[src/rtl/chip8_mem_pkg.sv]
// Shared types and helpers for the chip8 backing-RAM arbiter.
package chip8_mem_pkg;

  localparam int unsigned DefaultAddrW = 12;
  localparam int unsigned DefaultDataW = 8;

  typedef enum logic [1:0] {
    StIdle,
    StIssue,
    StWait,
    StAck
  } state_e;

  typedef enum logic {
    OpRead,
    OpWrite
  } op_e;

  // Index width that never collapses to zero, so a single-port build still has a 1-bit id.
  function automatic int unsigned clog2_min1(input int unsigned n);
    return (n > 1) ? $clog2(n) : 1;
  endfunction

endpackage

[src/rtl/mem_arbiter_rr.sv]
// Round-robin requestor selection; the search starts at the pointer and wraps.
module rr_arbiter
  import chip8_mem_pkg::*;
#(
  parameter int unsigned N = 2,
  localparam int unsigned IdxW = clog2_min1(N)
) (
  input  logic            clk_i,
  input  logic            rst_ni,
  input  logic [N-1:0]    req_i,
  input  logic            advance_i,
  output logic [IdxW-1:0] grant_o,
  output logic            grant_valid_o
);

  logic [IdxW-1:0] ptr_q;
  int unsigned     cand;

  // First requester at or after the pointer, modulo N.
  always_comb begin
    grant_o       = '0;
    grant_valid_o = 1'b0;
    cand          = 0;
    for (int unsigned i = 0; i < N; i++) begin
      cand = (32'(ptr_q) + i) % N;
      if (!grant_valid_o && req_i[cand[IdxW-1:0]]) begin
        grant_o       = cand[IdxW-1:0];
        grant_valid_o = 1'b1;
      end
    end
  end

  if (N == 1) begin : g_single
    // Only one port: the pointer never moves.
    assign ptr_q = '0;
  end else begin : g_multi
    logic [IdxW-1:0] ptr_d;

    // Move the pointer just past the winner on every accepted grant.
    always_comb begin
      ptr_d = ptr_q;
      if (advance_i && grant_valid_o) begin
        ptr_d = (32'(grant_o) == N - 1) ? '0 : grant_o + IdxW'(1);
      end
    end

    // Pointer register.
    always_ff @(posedge clk_i or negedge rst_ni) begin
      if (!rst_ni) ptr_q <= '0;
      else         ptr_q <= ptr_d;
    end
  end

endmodule

[src/rtl/mem_arbiter.sv]
// N-port round-robin arbiter in front of the single-port chip8 backing RAM.
module mem_arbiter
  import chip8_mem_pkg::*;
#(
  parameter int unsigned N_PORTS    = 2,
  parameter int unsigned ADDR_W     = DefaultAddrW,
  parameter int unsigned DATA_W     = DefaultDataW,
  parameter int unsigned RD_LATENCY = 1,
  localparam int unsigned GntW      = clog2_min1(N_PORTS)
) (
  input  logic                      clk,
  input  logic                      rst_n,
  input  logic [N_PORTS-1:0]        req_read,
  input  logic [N_PORTS-1:0]        req_write,
  input  logic [N_PORTS*ADDR_W-1:0] req_addr,
  input  logic [N_PORTS*DATA_W-1:0] req_wdata,
  output logic [N_PORTS-1:0]        req_ack,
  output logic [DATA_W-1:0]         req_rdata,
  output logic [GntW-1:0]           grant_id,
  output logic                      busy,
  output logic                      mem_en,
  output logic                      mem_we,
  output logic [ADDR_W-1:0]         mem_addr,
  output logic [DATA_W-1:0]         mem_wdata,
  input  logic [DATA_W-1:0]         mem_rdata
);

  if (RD_LATENCY < 1 || RD_LATENCY > 4) begin : g_bad_latency
    $error("mem_arbiter: RD_LATENCY must be in 1..4");
  end
  if (N_PORTS < 1 || N_PORTS > 8) begin : g_bad_ports
    $error("mem_arbiter: N_PORTS must be in 1..8");
  end

  localparam logic [1:0] WaitInit = 2'(RD_LATENCY - 1);

  state_e               state_q, state_d;
  op_e                  op_q, op_d;
  logic [GntW-1:0]      gnt_q, gnt_d;
  logic [ADDR_W-1:0]    addr_q, addr_d;
  logic [DATA_W-1:0]    wdata_q, wdata_d;
  logic [DATA_W-1:0]    rdata_q, rdata_d;
  logic [1:0]           cnt_q, cnt_d;
  logic                 mem_en_q, mem_en_d;
  logic                 mem_we_q, mem_we_d;
  logic                 busy_q, busy_d;
  logic [N_PORTS-1:0]   ack_q, ack_d;

  logic [N_PORTS-1:0]   req_any;
  logic [GntW-1:0]      arb_gnt;
  logic                 arb_valid;
  logic                 arb_advance;

  assign req_any     = req_read | req_write;
  assign arb_advance = (state_q == StIdle);

  rr_arbiter #(
    .N (N_PORTS)
  ) u_rr (
    .clk_i         (clk),
    .rst_ni        (rst_n),
    .req_i         (req_any),
    .advance_i     (arb_advance),
    .grant_o       (arb_gnt),
    .grant_valid_o (arb_valid)
  );

  // Transaction sequencing plus next values of every registered output.
  always_comb begin
    state_d = state_q;
    op_d    = op_q;
    gnt_d   = gnt_q;
    addr_d  = addr_q;
    wdata_d = wdata_q;
    rdata_d = rdata_q;
    cnt_d   = cnt_q;

    unique case (state_q)
      StIdle: begin
        if (arb_valid) begin
          gnt_d   = arb_gnt;
          // A pending write on the winning port goes before its pending read.
          op_d    = req_write[arb_gnt] ? OpWrite : OpRead;
          addr_d  = req_addr[arb_gnt*ADDR_W +: ADDR_W];
          wdata_d = req_wdata[arb_gnt*DATA_W +: DATA_W];
          state_d = StIssue;
        end
      end
      StIssue: begin
        cnt_d   = WaitInit;
        state_d = (op_q == OpWrite) ? StAck : StWait;
      end
      StWait: begin
        if (cnt_q == 2'd0) begin
          rdata_d = mem_rdata;
          state_d = StAck;
        end else begin
          cnt_d = cnt_q - 2'd1;
        end
      end
      StAck: begin
        state_d = StIdle;
      end
      default: begin
        state_d = StIdle;
      end
    endcase

    mem_en_d = (state_d == StIssue);
    mem_we_d = (state_d == StIssue) && (op_d == OpWrite);
    busy_d   = (state_d != StIdle);
    ack_d    = '0;
    if (state_d == StAck) ack_d[gnt_d] = 1'b1;
  end

  // State and output registers; reset drops any in-flight access silently.
  always_ff @(posedge clk or negedge rst_n) begin
    if (!rst_n) begin
      state_q  <= StIdle;
      op_q     <= OpRead;
      gnt_q    <= '0;
      addr_q   <= '0;
      wdata_q  <= '0;
      rdata_q  <= '0;
      cnt_q    <= '0;
      mem_en_q <= 1'b0;
      mem_we_q <= 1'b0;
      busy_q   <= 1'b0;
      ack_q    <= '0;
    end else begin
      state_q  <= state_d;
      op_q     <= op_d;
      gnt_q    <= gnt_d;
      addr_q   <= addr_d;
      wdata_q  <= wdata_d;
      rdata_q  <= rdata_d;
      cnt_q    <= cnt_d;
      mem_en_q <= mem_en_d;
      mem_we_q <= mem_we_d;
      busy_q   <= busy_d;
      ack_q    <= ack_d;
    end
  end

  assign req_ack   = ack_q;
  assign req_rdata = rdata_q;
  assign grant_id  = gnt_q;
  assign busy      = busy_q;
  assign mem_en    = mem_en_q;
  assign mem_we    = mem_we_q;
  assign mem_addr  = addr_q;
  assign mem_wdata = wdata_q;

endmodule

[config.mk]
export PLATFORM = sky130hd
export DESIGN_NAME = mem_arbiter
export DESIGN_NICKNAME = d
export VERILOG_FILES = /design/src/rtl/chip8_mem_pkg.sv /design/src/rtl/mem_arbiter_rr.sv /design/src/rtl/mem_arbiter.sv
export SDC_FILE = /design/constraint.sdc
export NUM_CORES = 1
export LEC_CHECK = 0
export CAP_MARGIN = 10
export CORE_MARGIN = 1
export CORE_UTILIZATION = 40
export DETAILED_ROUTE_END_ITERATION = 8
export PLACE_DENSITY = 0.81
export SLEW_MARGIN = 10
export SYNTH_ARGS = -nofsm -noshare
export SYNTH_HDL_FRONTEND = slang
export SYNTH_HIERARCHICAL = 1
export SYNTH_SLANG_ARGS = --single-unit
[constraint.sdc]
create_clock -name clk -period 1.8 [get_ports clk]
set_input_delay 0.18 -clock clk [delete_from_list [all_inputs] [get_ports clk]]
set_output_delay 0.18 -clock clk [all_outputs]
set_load 0.005 [all_outputs]
==> flow_metrics.env <==
export IMPL_ioPinCount=88
export IMPL_place_gp_congestion=0.708
export IMPL_ys_seq_area_frac=0.562
export IMPL_crit_chain="clkdlybuf4s50_1 > or2_2 > or2_1 > and2_4 > mux2i_1 > inv_1 > and3_1"
export IMPL_postCtsSetupRepairBufs=0
export IMPL_path_max_fanout=6
export IMPL_grt_setup_unrepaired="false"
export IMPL_totalWireLength_um=3890
export IMPL_status="finished, final reports clean"
export IMPL_synth_cells=154
export IMPL_final_cells=298
export IMPL_utilization=0.682
export IMPL_r2r_end="req_rdata[4]"
export IMPL_antenna_found_initial=0
export IMPL_yosysWarnings=6
export IMPL_vias_per_cell=4.87
export IMPL_critPathArrivalTime_ns=1.76
export IMPL_dp_hpwl_um=3050
export IMPL_synth_top_area_frac=0.562
export IMPL_crit_path_start_kind="primary input"
export IMPL_ir_drop_v=0.000759
export IMPL_grt_util_all_layers=0.176
export IMPL_finalSetupTns_ns=0
export IMPL_grt_pass1_wl_um=6110
export IMPL_grt_max_degree=27
export IMPL_ys_ff_latch=40
export IMPL_clock_power_share=0.139
export IMPL_cp_slowest_cell="clkdlybuf4s50_1"
export IMPL_syn_area_um2=1780
export IMPL_skew_ns=0.00784
export IMPL_grt_pass1_vias=1403
export IMPL_synth_edf_count=0
export IMPL_clockRootBuffer="clkbuf_8"
export IMPL_maxCapViolCount=0
export IMPL_place_inst=289
export IMPL_clock_latency_ns=0.28
export IMPL_pwr_share_seq=0.358
export IMPL_synthToLayoutAreaGrowth_pct=58.7
export IMPL_cts_clk_slew_worst_paths_ns=0.07
export IMPL_drc=0
export IMPL_pwr_share_comb=0.503
export IMPL_antennaDiodeCount=0
export IMPL_power_switching_uw=1350
export IMPL_cts_buffer_depth=2
export IMPL_fin_crit_sh=0.881
export IMPL_cp_depth=7
export IMPL_total_leakage_power_uw=0.00126
export IMPL_layout_nets=306
export IMPL_synth_area_top_cells="dfrtp_1 (56%), mux2i_1 (12%), a21oi_1 (6.5%)"
export IMPL_die_h_um=68.7
export IMPL_max_freq_ghz=0.631
export IMPL_yosysUniqueCellTypes=24
export IMPL_num_vias=1452
export IMPL_required_ns=1.97
export IMPL_final_cell_mix="clkdlybuf4s50_1 (86), dfrtp_1 (40), a21oi_1 (23), nor2_1 (23), mux2i_1 (22)"
export IMPL_p_per_area_nw_per_um2=1500
export IMPL_fp_dieW_um=68.7
export IMPL_tightest_slew_ns=0.546
export IMPL_synth_top_area_cell="dfrtp_1"
export IMPL_finalMaxSlewViolations=0
export IMPL_worst_path_buf_inv=2
export IMPL_first_pass_iters=4
export IMPL_ff2ff_setup_slack_ns=0.26
export IMPL_cp_endpoint="req_ack[1]"
export IMPL_crit_path_max_incr_delay_ns=0.42
export IMPL_drt_wirelength_per_cell_um=13.1
export IMPL_rows=23
export IMPL_path_class="primary input to flop"
export IMPL_worstSetupEndpointType="flop"
export IMPL_r2r_cells=4
export IMPL_switching_share=0.318
export IMPL_drive_gt1_frac=0.113
export IMPL_cts_buffers=5
export IMPL_r2r_start="state_q[0]"
export IMPL_drt_iter0_drc=31
export IMPL_syn_num_nets=213
export IMPL_ant_nets=0
export IMPL_hold_path_class="primary input to async pin"
export IMPL_synthFlopType="dfrtp_1"
export IMPL_io_buffers=87
export IMPL_avgSynthCellArea_um2=11.6
export IMPL_setup_violations=0
export IMPL_period_needed_ns=1.59
export IMPL_crit_path_start="req_write[1]"
export IMPL_synthArstFlopShare=1.00
export IMPL_cp_top_family="simple AND/OR/NAND/NOR gates"
export IMPL_internal_power_uw=2900
export IMPL_start_util=0.430
export IMPL_cts_num_sinks=40
export IMPL_final_area_um2=2830
export IMPL_globalRoute_totalOverflow=0
export IMPL_design_core_area_um2=4140
export IMPL_final_common_cell="clkdlybuf4s50_1"
export IMPL_htreeDepth=2
export IMPL_die_area_um2=4720
export IMPL_setup_ws_ns=0.215
export IMPL_placed_cell_area_um2=2730
export IMPL_hold_viol=0
export IMPL_max_slew_margin_rel=0.636
export IMPL_dp_slack_ns=-0.0701
export IMPL_cts_tree="built"
[layout make-up]
cell class	instances	area [um2]
sequential	40	1000
tap	50	62.6
fill	335	1320
timing repair buffer	94	933
multi-input combinational	100	717
clock buffer	8	90.1
inverter	6	22.5
[worst min-delay path by stage]
stage	startpoint	end	slack, ns	depth (start not counted)
3_5_place_dp	rst_n	cnt_q[0]	0.20	1
4_1_cts	rst_n	cnt_q[0]	0.43	2
5_1_grt	rst_n	cnt_q[0]	0.46	2
2_1_floorplan	rst_n	busy	-0.12	0
3_3_place_gp	rst_n	cnt_q[0]	0.20	1
6_report	rst_n	cnt_q[0]	0.41	2
[worst register-to-register path: cells and delay by family (launching register included)]
family | cells | cell delay (ns)
muxes | 1 | 0.38
buffers and inverters | 1 | 0.10
DFF | 1 | 0.39
adders and majority gates | 1 | 0.24
and+or+nand+nor | 1 | 0.31
[state kept, by name (all words and copies together), names as in the netlist, named ones only]
name / flops
mem_addr: 12
mem_wdata: 8
req_rdata: 8
cnt_q: 2
req_ack: 2
state_q: 2
busy: 1
grant_id: 1
mem_en: 1
mem_we: 1
op_q: 1
[metal layers]
layer / vias to the layer above / GRT usage / part of all wire
li1: 714 / - / -
met3: 2 / 0.0658 / 0.12
met1: 680 / 0.195 / 0.38
met4: 0 / 0.0459 / 0.0021
met5: - / 0 / 0
met2: 56 / 0.316 / 0.49
[power groups by stage]
stage | combinational, uW | clock [uW] | sequential [uW]
finish | 2140 | 590 | 1520
global route | 2390 | 650 | 1570
CTS | 2180 | 608 | 1530
detailed placement | 2180 | 0 | 1540
global placement | 2120 | 0 | 1520
floorplan | 1050 | 0 | 1560
[synthesized netlist by cell type (2+ instances only)]
library cell  instances
dfrtp_1              40
a21oi_1              23
nor2_1               23
mux2i_1              22
mux2_2                8
inv_1                 6
buf_2                 5
ha_1                  5
nand2_1               3
or2_2                 3
and3_1                2
buf_4                 2
[through the flow]
stage          hold WS, ns  total power, uW
2_1_floorplan       -0.116             2610
3_5_place_dp         0.199             3720
4_1_cts              0.429             4320
3_3_place_gp         0.202             3640
6_report             0.413             4250
5_1_grt              0.462             4610
[logic make-up (layout without fill, tap and decap cells)]
logic type	Yosys count	count (layout)	share of synthesized area
buffers and inverters	14	108	0.0415
muxes	30	30	0.174
adders and majority gates	5	5	0.0351
and+or+nand+nor	36	36	0.0956
AOI/OAI and AO/OA	29	29	0.0914
DFF	40	40	0.562
[what timing repair did]
action / 4_1_cts / 5_1_grt
hold buffers: 1 / 0
resized for setup: 0 / 0
endpoints found under the hold margin: 24 / 0
(Power assumes the default switching activity.)
